### config.mk
export PLATFORM = sky130hd
export DESIGN_NAME = cp0_timer_ctrl
export DESIGN_NICKNAME = d
export VERILOG_FILES = /design/src/rtl/cp0_timer_ctrl.sv
export SDC_FILE = /design/constraint.sdc
export NUM_CORES = 1
export LEC_CHECK = 0
export ABC_AREA = 1
export CAP_MARGIN = 10
export CORE_MARGIN = 2
export CORE_UTILIZATION = 40
export CTS_CLUSTER_DIAMETER = 150
export DETAILED_ROUTE_END_ITERATION = 10
export GPL_TIMING_DRIVEN = 0
export PLACE_DENSITY = 0.75
export SLEW_MARGIN = 20
export SYNTH_ARGS = -nofsm -noshare
export SYNTH_HDL_FRONTEND = slang
export SYNTH_SLANG_ARGS = --single-unit
export TNS_END_PERCENT = 10
### constraint.sdc
create_clock -name clk -period 1.87 [get_ports clk]
set_input_delay 0.374 -clock clk [delete_from_list [all_inputs] [get_ports clk]]
set_output_delay 0.374 -clock clk [all_outputs]
set_load 0.02 [all_outputs]
### src/rtl/cp0_timer_ctrl.sv
// MEM-stage coprocessor 0: SR/Cause/EPC/PrID, Count/Compare timer, interrupt/exception
// arbitration and kernel-entry/ERET control for the pipeline controller.
module cp0_timer_ctrl #(
   parameter int unsigned NUM_HWINT = 6,
   parameter int unsigned COUNT_DIV = 1,
   parameter logic [31:0] RESET_EPC = 32'h0000_3000,
   parameter logic [31:0] PRID      = 32'hBAAD_FACE
) (
   input  logic                 clk,
   input  logic                 rst_n,
   input  logic                 valid_i,
   input  logic                 stall_i,
   input  logic                 is_mfc0_i,
   input  logic                 is_mtc0_i,
   input  logic                 is_eret_i,
   input  logic [4:0]           cp0_id_i,
   input  logic [31:0]          wdata_i,
   input  logic [31:0]          pc_i,
   input  logic                 bd_i,
   input  logic [4:0]           exc_in_i,
   input  logic [NUM_HWINT-1:0] hw_int_i,
   output logic [1:0]           kctrl_o,
   output logic [31:0]          epc_out_o,
   output logic [31:0]          rdata_o,
   output logic                 is_bd_o,
   output logic                 timer_int_o
);

   localparam int unsigned PrescW = (COUNT_DIV > 1) ? $clog2(COUNT_DIV) : 1;
   localparam logic [PrescW-1:0] PrescMax = PrescW'(COUNT_DIV - 1);
   // IM bits for absent lines stay 0; IM[15] always exists for the timer.
   localparam logic [5:0] ImMask = 6'((32'd1 << NUM_HWINT) - 32'd1) | 6'b10_0000;

   localparam logic [4:0] RegCount   = 5'd9;
   localparam logic [4:0] RegCompare = 5'd11;
   localparam logic [4:0] RegSr      = 5'd12;
   localparam logic [4:0] RegCause   = 5'd13;
   localparam logic [4:0] RegEpc     = 5'd14;
   localparam logic [4:0] RegPrid    = 5'd15;

   logic [5:0]        im_q, im_d;
   logic              exl_q, exl_d;
   logic              ie_q, ie_d;
   logic [5:0]        hw_q, hw_d;
   logic [4:0]        code_q, code_d;
   logic              bd_q, bd_d;
   logic              ti_q, ti_d;
   logic [31:2]       epc_q, epc_d;
   logic [31:0]       count_q, count_d;
   logic [31:0]       compare_q, compare_d;
   logic [PrescW-1:0] presc_q, presc_d;

   logic [5:0]  ip;
   logic [5:0]  hw_ext;
   logic        int_req, exc_req, act, take, mtc0_wr;
   logic [31:0] count_inc, sr_word, cause_word;
   logic        unused_pc;

   assign unused_pc = ^pc_i[1:0];

   always_comb begin
      hw_ext = '0;
      hw_ext[NUM_HWINT-1:0] = hw_int_i;
   end

   assign ip         = {ti_q | hw_q[5], hw_q[4:0]};
   assign int_req    = (|(ip & im_q)) & ie_q & ~exl_q;
   assign exc_req    = |exc_in_i;
   assign act        = valid_i & ~stall_i;
   assign take       = act & (int_req | exc_req);
   assign mtc0_wr    = act & ~take & is_mtc0_i;
   assign count_inc  = count_q + 32'd1;
   assign sr_word    = {16'b0, im_q, 8'b0, exl_q, ie_q};
   assign cause_word = {bd_q, ti_q, 14'b0, ip, 3'b0, code_q, 2'b0};

   always_comb begin
      im_d      = im_q;
      exl_d     = exl_q;
      ie_d      = ie_q;
      hw_d      = hw_ext;
      code_d    = code_q;
      bd_d      = bd_q;
      ti_d      = ti_q;
      epc_d     = epc_q;
      count_d   = count_q;
      compare_d = compare_q;
      presc_d   = (presc_q == PrescMax) ? '0 : presc_q + PrescW'(1);

      if (take) begin
         exl_d  = 1'b1;
         code_d = int_req ? 5'd0 : exc_in_i;
         bd_d   = bd_i;
         // Delay-slot traps restart at the branch, one word earlier.
         epc_d  = pc_i[31:2] - {29'b0, bd_i};
      end else if (act && is_eret_i) begin
         exl_d  = 1'b0;
         code_d = 5'd0;
         bd_d   = 1'b0;
      end

      if (mtc0_wr) begin
         case (cp0_id_i)
            RegSr: begin
               im_d  = wdata_i[15:10] & ImMask;
               exl_d = wdata_i[1];
               ie_d  = wdata_i[0];
            end
            RegEpc:  epc_d = wdata_i[31:2];
            default: ;
         endcase
      end

      if (mtc0_wr && cp0_id_i == RegCount) begin
         count_d = wdata_i;
         presc_d = '0;
      end else if (presc_q == PrescMax) begin
         count_d = count_inc;
         if (count_inc == compare_q) ti_d = 1'b1;
      end

      // A Compare write acknowledges the timer and beats a same-cycle match.
      if (mtc0_wr && cp0_id_i == RegCompare) begin
         compare_d = wdata_i;
         ti_d      = 1'b0;
      end
   end

   always_ff @(posedge clk or negedge rst_n) begin
      if (!rst_n) begin
         im_q      <= ImMask;
         exl_q     <= 1'b0;
         ie_q      <= 1'b1;
         hw_q      <= '0;
         code_q    <= '0;
         bd_q      <= 1'b0;
         ti_q      <= 1'b0;
         epc_q     <= RESET_EPC[31:2];
         count_q   <= '0;
         compare_q <= 32'hFFFF_FFFF;
         presc_q   <= '0;
      end else begin
         im_q      <= im_d;
         exl_q     <= exl_d;
         ie_q      <= ie_d;
         hw_q      <= hw_d;
         code_q    <= code_d;
         bd_q      <= bd_d;
         ti_q      <= ti_d;
         epc_q     <= epc_d;
         count_q   <= count_d;
         compare_q <= compare_d;
         presc_q   <= presc_d;
      end
   end

   always_comb begin
      rdata_o = '0;
      if (is_mfc0_i) begin
         case (cp0_id_i)
            RegCount:   rdata_o = count_q;
            RegCompare: rdata_o = compare_q;
            RegSr:      rdata_o = sr_word;
            RegCause:   rdata_o = cause_word;
            RegEpc:     rdata_o = {epc_q, 2'b00};
            RegPrid:    rdata_o = PRID;
            default:    rdata_o = '0;
         endcase
      end
   end

   assign kctrl_o     = take ? 2'b01 : (act && is_eret_i) ? 2'b10 : 2'b00;
   assign is_bd_o     = take & bd_i;
   assign epc_out_o   = {epc_q, 2'b00};
   assign timer_int_o = ti_q;

endmodule

==> impl_metrics.yaml <==
synthesis:
  syn-mean-instance-area_um2: 6.77
  synth_top_area_cell: "dfrtp_1"
  seq_area_frac_synth_pct: 36.9
  synthCells: 1173
  ys.flop_type: "dfrtp_1"
  synth_async_sr_flop_share_pct: 100
  yosys-top-cells-area: "dfrtp_1 23%, nand2_1 16%, dfstp_2 14%, inv_1 6.8%, o21ai_0 6.6%"
  ys_warn_count: 0
  synth_edf_count: 0
  netlist_area_mm2: 0.00794
  synth_top_area_share_pct: 23.3
  synth.distinct_cells: 47
  ys_ff_latch: 115
clock_network:
  tritoncts: "built"
  cts-root-buf: "clkbuf_16"
  cts.sinks: 115
  clock_latency_ns: 0.44
  clk_path_buf_depth: 2
  cts_htree_levels: 4
  numCtsBuffers: 17
  clkSlewWorstSetupHoldPaths_ns: 0.06
route:
  drt_wl_total_um: 33700
  wl_per_cell_um: 20.1
  drt_iter0_markers: 975
  firstDrtPassIters: 7
  antenna_left: 0
  via_count: 9516
  drc: 0
  vias_per_cell: 5.67
status:
  status: "finished, violations left"
  violations: "setup timing"
sta:
  hold_viol: 0
  fin_crit_ns: 2.33
  fin_setup_tns_ns: -18.48
  slew_violations: 0
  finClkSkew_ns: 0.0126
  hold_slack_ns: 0.242
  max_freq_mhz: 430
  min_period_over_period_pct: 124
  fin_ws_ns: -0.456
  setup_violations: 136
  grt_setup_unrepaired: "yes"
hold_path:
  min_path_type: "in2reg"
global_route:
  track_usage_pct: 31.1
  grt_overflow: 0
  grt_antenna_before_repair: 0
  grt_first_pass_wirelength_um: 48300
  grt_pass1_vias: 8745
  grt_max_degree: 78
placed_design:
  placed_area_mm2: 0.00998
  portBuffers: 150
  dp_hpwl_um: 23700
  gp_congestion: 0.988
  dp.cells: 1590
  dpl_worst_slack_ns: -1.73
cells_and_area:
  stdcell_area_mm2: 0.0122
  seq_area_mm2: 0.00293
  fin_util_pct: 62.5
  nNetsFinal: 1492
  antenna_cells: 0
  multi_input_area_mm2: 0.00508
  most-common-layout-cells: "320 x nand2_1, 134 x inv_1, 101 x nor2_1"
  syn_to_final_growth_pct: 53.3
  instances_no_fill: 1679
  layout-drive-gt1-share_pct: 28.4
  mostFrequentLayoutCell: "nand2_1"
  fill_cells: 1522
critical_path:
  worstSetupStartpointType: "register"
  critical_path_class: "reg2out"
  cp_slowest_cell: "dfstp_2"
  path_cells: "nand2_2 > nand2_1 > nor2_1 > nand2_1 > nand2_4 > nand2_4 > nand2_4 > buf_6 > buf_8 > nor2_4 > buf_6"
  crit_path_end_kind: "output port"
  cp_data_required_time_ns: 1.50
  crit_fanout: 2
  path_common_cell: "nand2_4"
  cp_slowest_stage_delay_ns: 0.54
  arrival_ns: 1.95
die:
  initial_core_util_pct: 40.8
  num_rows: 51
  io_pins: 156
  dieArea_mm2: 0.0210
  core_mm2: 0.0195
  die_x_um: 145
  die_h_um: 145
power:
  ir_drop_mv: 0.671
  pwr_density_cell_mw_per_mm2: 660
  finalPower_mw: 8.03
  leakagePower_nw: 5.61
job:
  maxCapViolations: 0
==> flip-flops by register name, indices dropped and copies added, names as in the netlist <==
signal and flops:
ie_q 1, bd_q 1, im_q 6, timer_int_o 1
code_q 5, compare_q 32, count_q 32, hw_q 6
epc_q 30, exl_q 1
==> report_power, final <==
group	total [mW]	switching, mW	internal (mW)
logic	1.83	1.09	0.740
registers	2.98	0.279	2.70
clock network	3.21	1.35	1.86
total	8.03	2.73	5.30
==> area by class of cell <==
type	instances	area share [%]
plain buffers	39	3.89
inverters	154	5.04
repair buffers	209	17.8
flip-flops and latches	115	24.1
clock inverters	15	1.23
clock buffers	17	3.50
well taps	265	2.72
multi-input cells	865	41.7
==> path summary, 6_finish.rpt <==
kind / start / to / slack, ns / cells past startpoint
worst min-delay path: exc_in_i[2] / code_q[2]$_DFFE_PN0P_ / 0.24 / 3
worst min register to register: im_q[2]$_DFFE_PN1P_ / im_q[2]$_DFFE_PN1P_ / 0.49 / 2
worst max register to register: count_q[1]$_DFF_PN0_ / timer_int_o$_DFFE_PN0P_ / -0.40 / 15
max in group asynchronous: rst_n / compare_q[27]$_DFFE_PN1P_ / 0.69 / 3
min in group asynchronous: rst_n / code_q[4]$_DFFE_PN0P_ / 0.41 / 2
worst max-delay path: im_q[1]$_DFFE_PN1P_ / is_bd_o / -0.46 / 11
==> timing repair <==
item	CTS	global route
buffers inserted	31	19
hold endpoints to repair	24	0
hold buffers	1	0
gates resized for setup	348	218
pin swaps	32	29
setup endpoints to repair	147	155
cloned	2	5
==> synth_stat cells, types with 7 or more instances <==
cell type	number
nor2_1	123
a31oi_1	10
xnor2_1	8
a21oi_1	44
o21ai_0	104
o22ai_1	13
nor2_4	9
xor2_1	10
clkbuf_1	21
o221ai_1	11
a221oi_1	20
nand3_1	96
inv_1	143
buf_2	9
nand2_1	338
nand2_2	10
dfrtp_1	74
nor3_1	7
inv_2	11
nand4_1	9
dfstp_2	41
o211ai_1	8
==> routing by layer <==
metal | up-vias | share of wire, % | GRT usage (%)
met1 | 4427 | 38 | 40.0
met2 | 596 | 46 | 49.7
met3 | 157 | 9.3 | 5.20
li1 | 4333 | - | -
met5 | - | 0.11 | 0
met4 | 3 | 6.3 | 17.2
==> kinds of logic after synthesis <==
kind of cell / Yosys count / synth area share, %
buffers and inverters: 194 / 9.79
AND/OR/NAND/NOR: 609 / 33.0
AO/OA/AOI/OAI: 230 / 17.1
adder cells (fa/ha/maj): 3 / 0.473
flip-flops: 115 / 36.9
XOR/XNOR: 20 / 2.57
other: 1 / 0.0473
multiplexers: 1 / 0.142
==> worst max-delay path, delay by kind of cell, from the launching register on <==
family	cells	cell delay [ns]
buffers and inverters	3	0.37
flip-flops	1	0.54
AND/OR/NAND/NOR	8	0.61
Power figures use the tool's default switching activity.
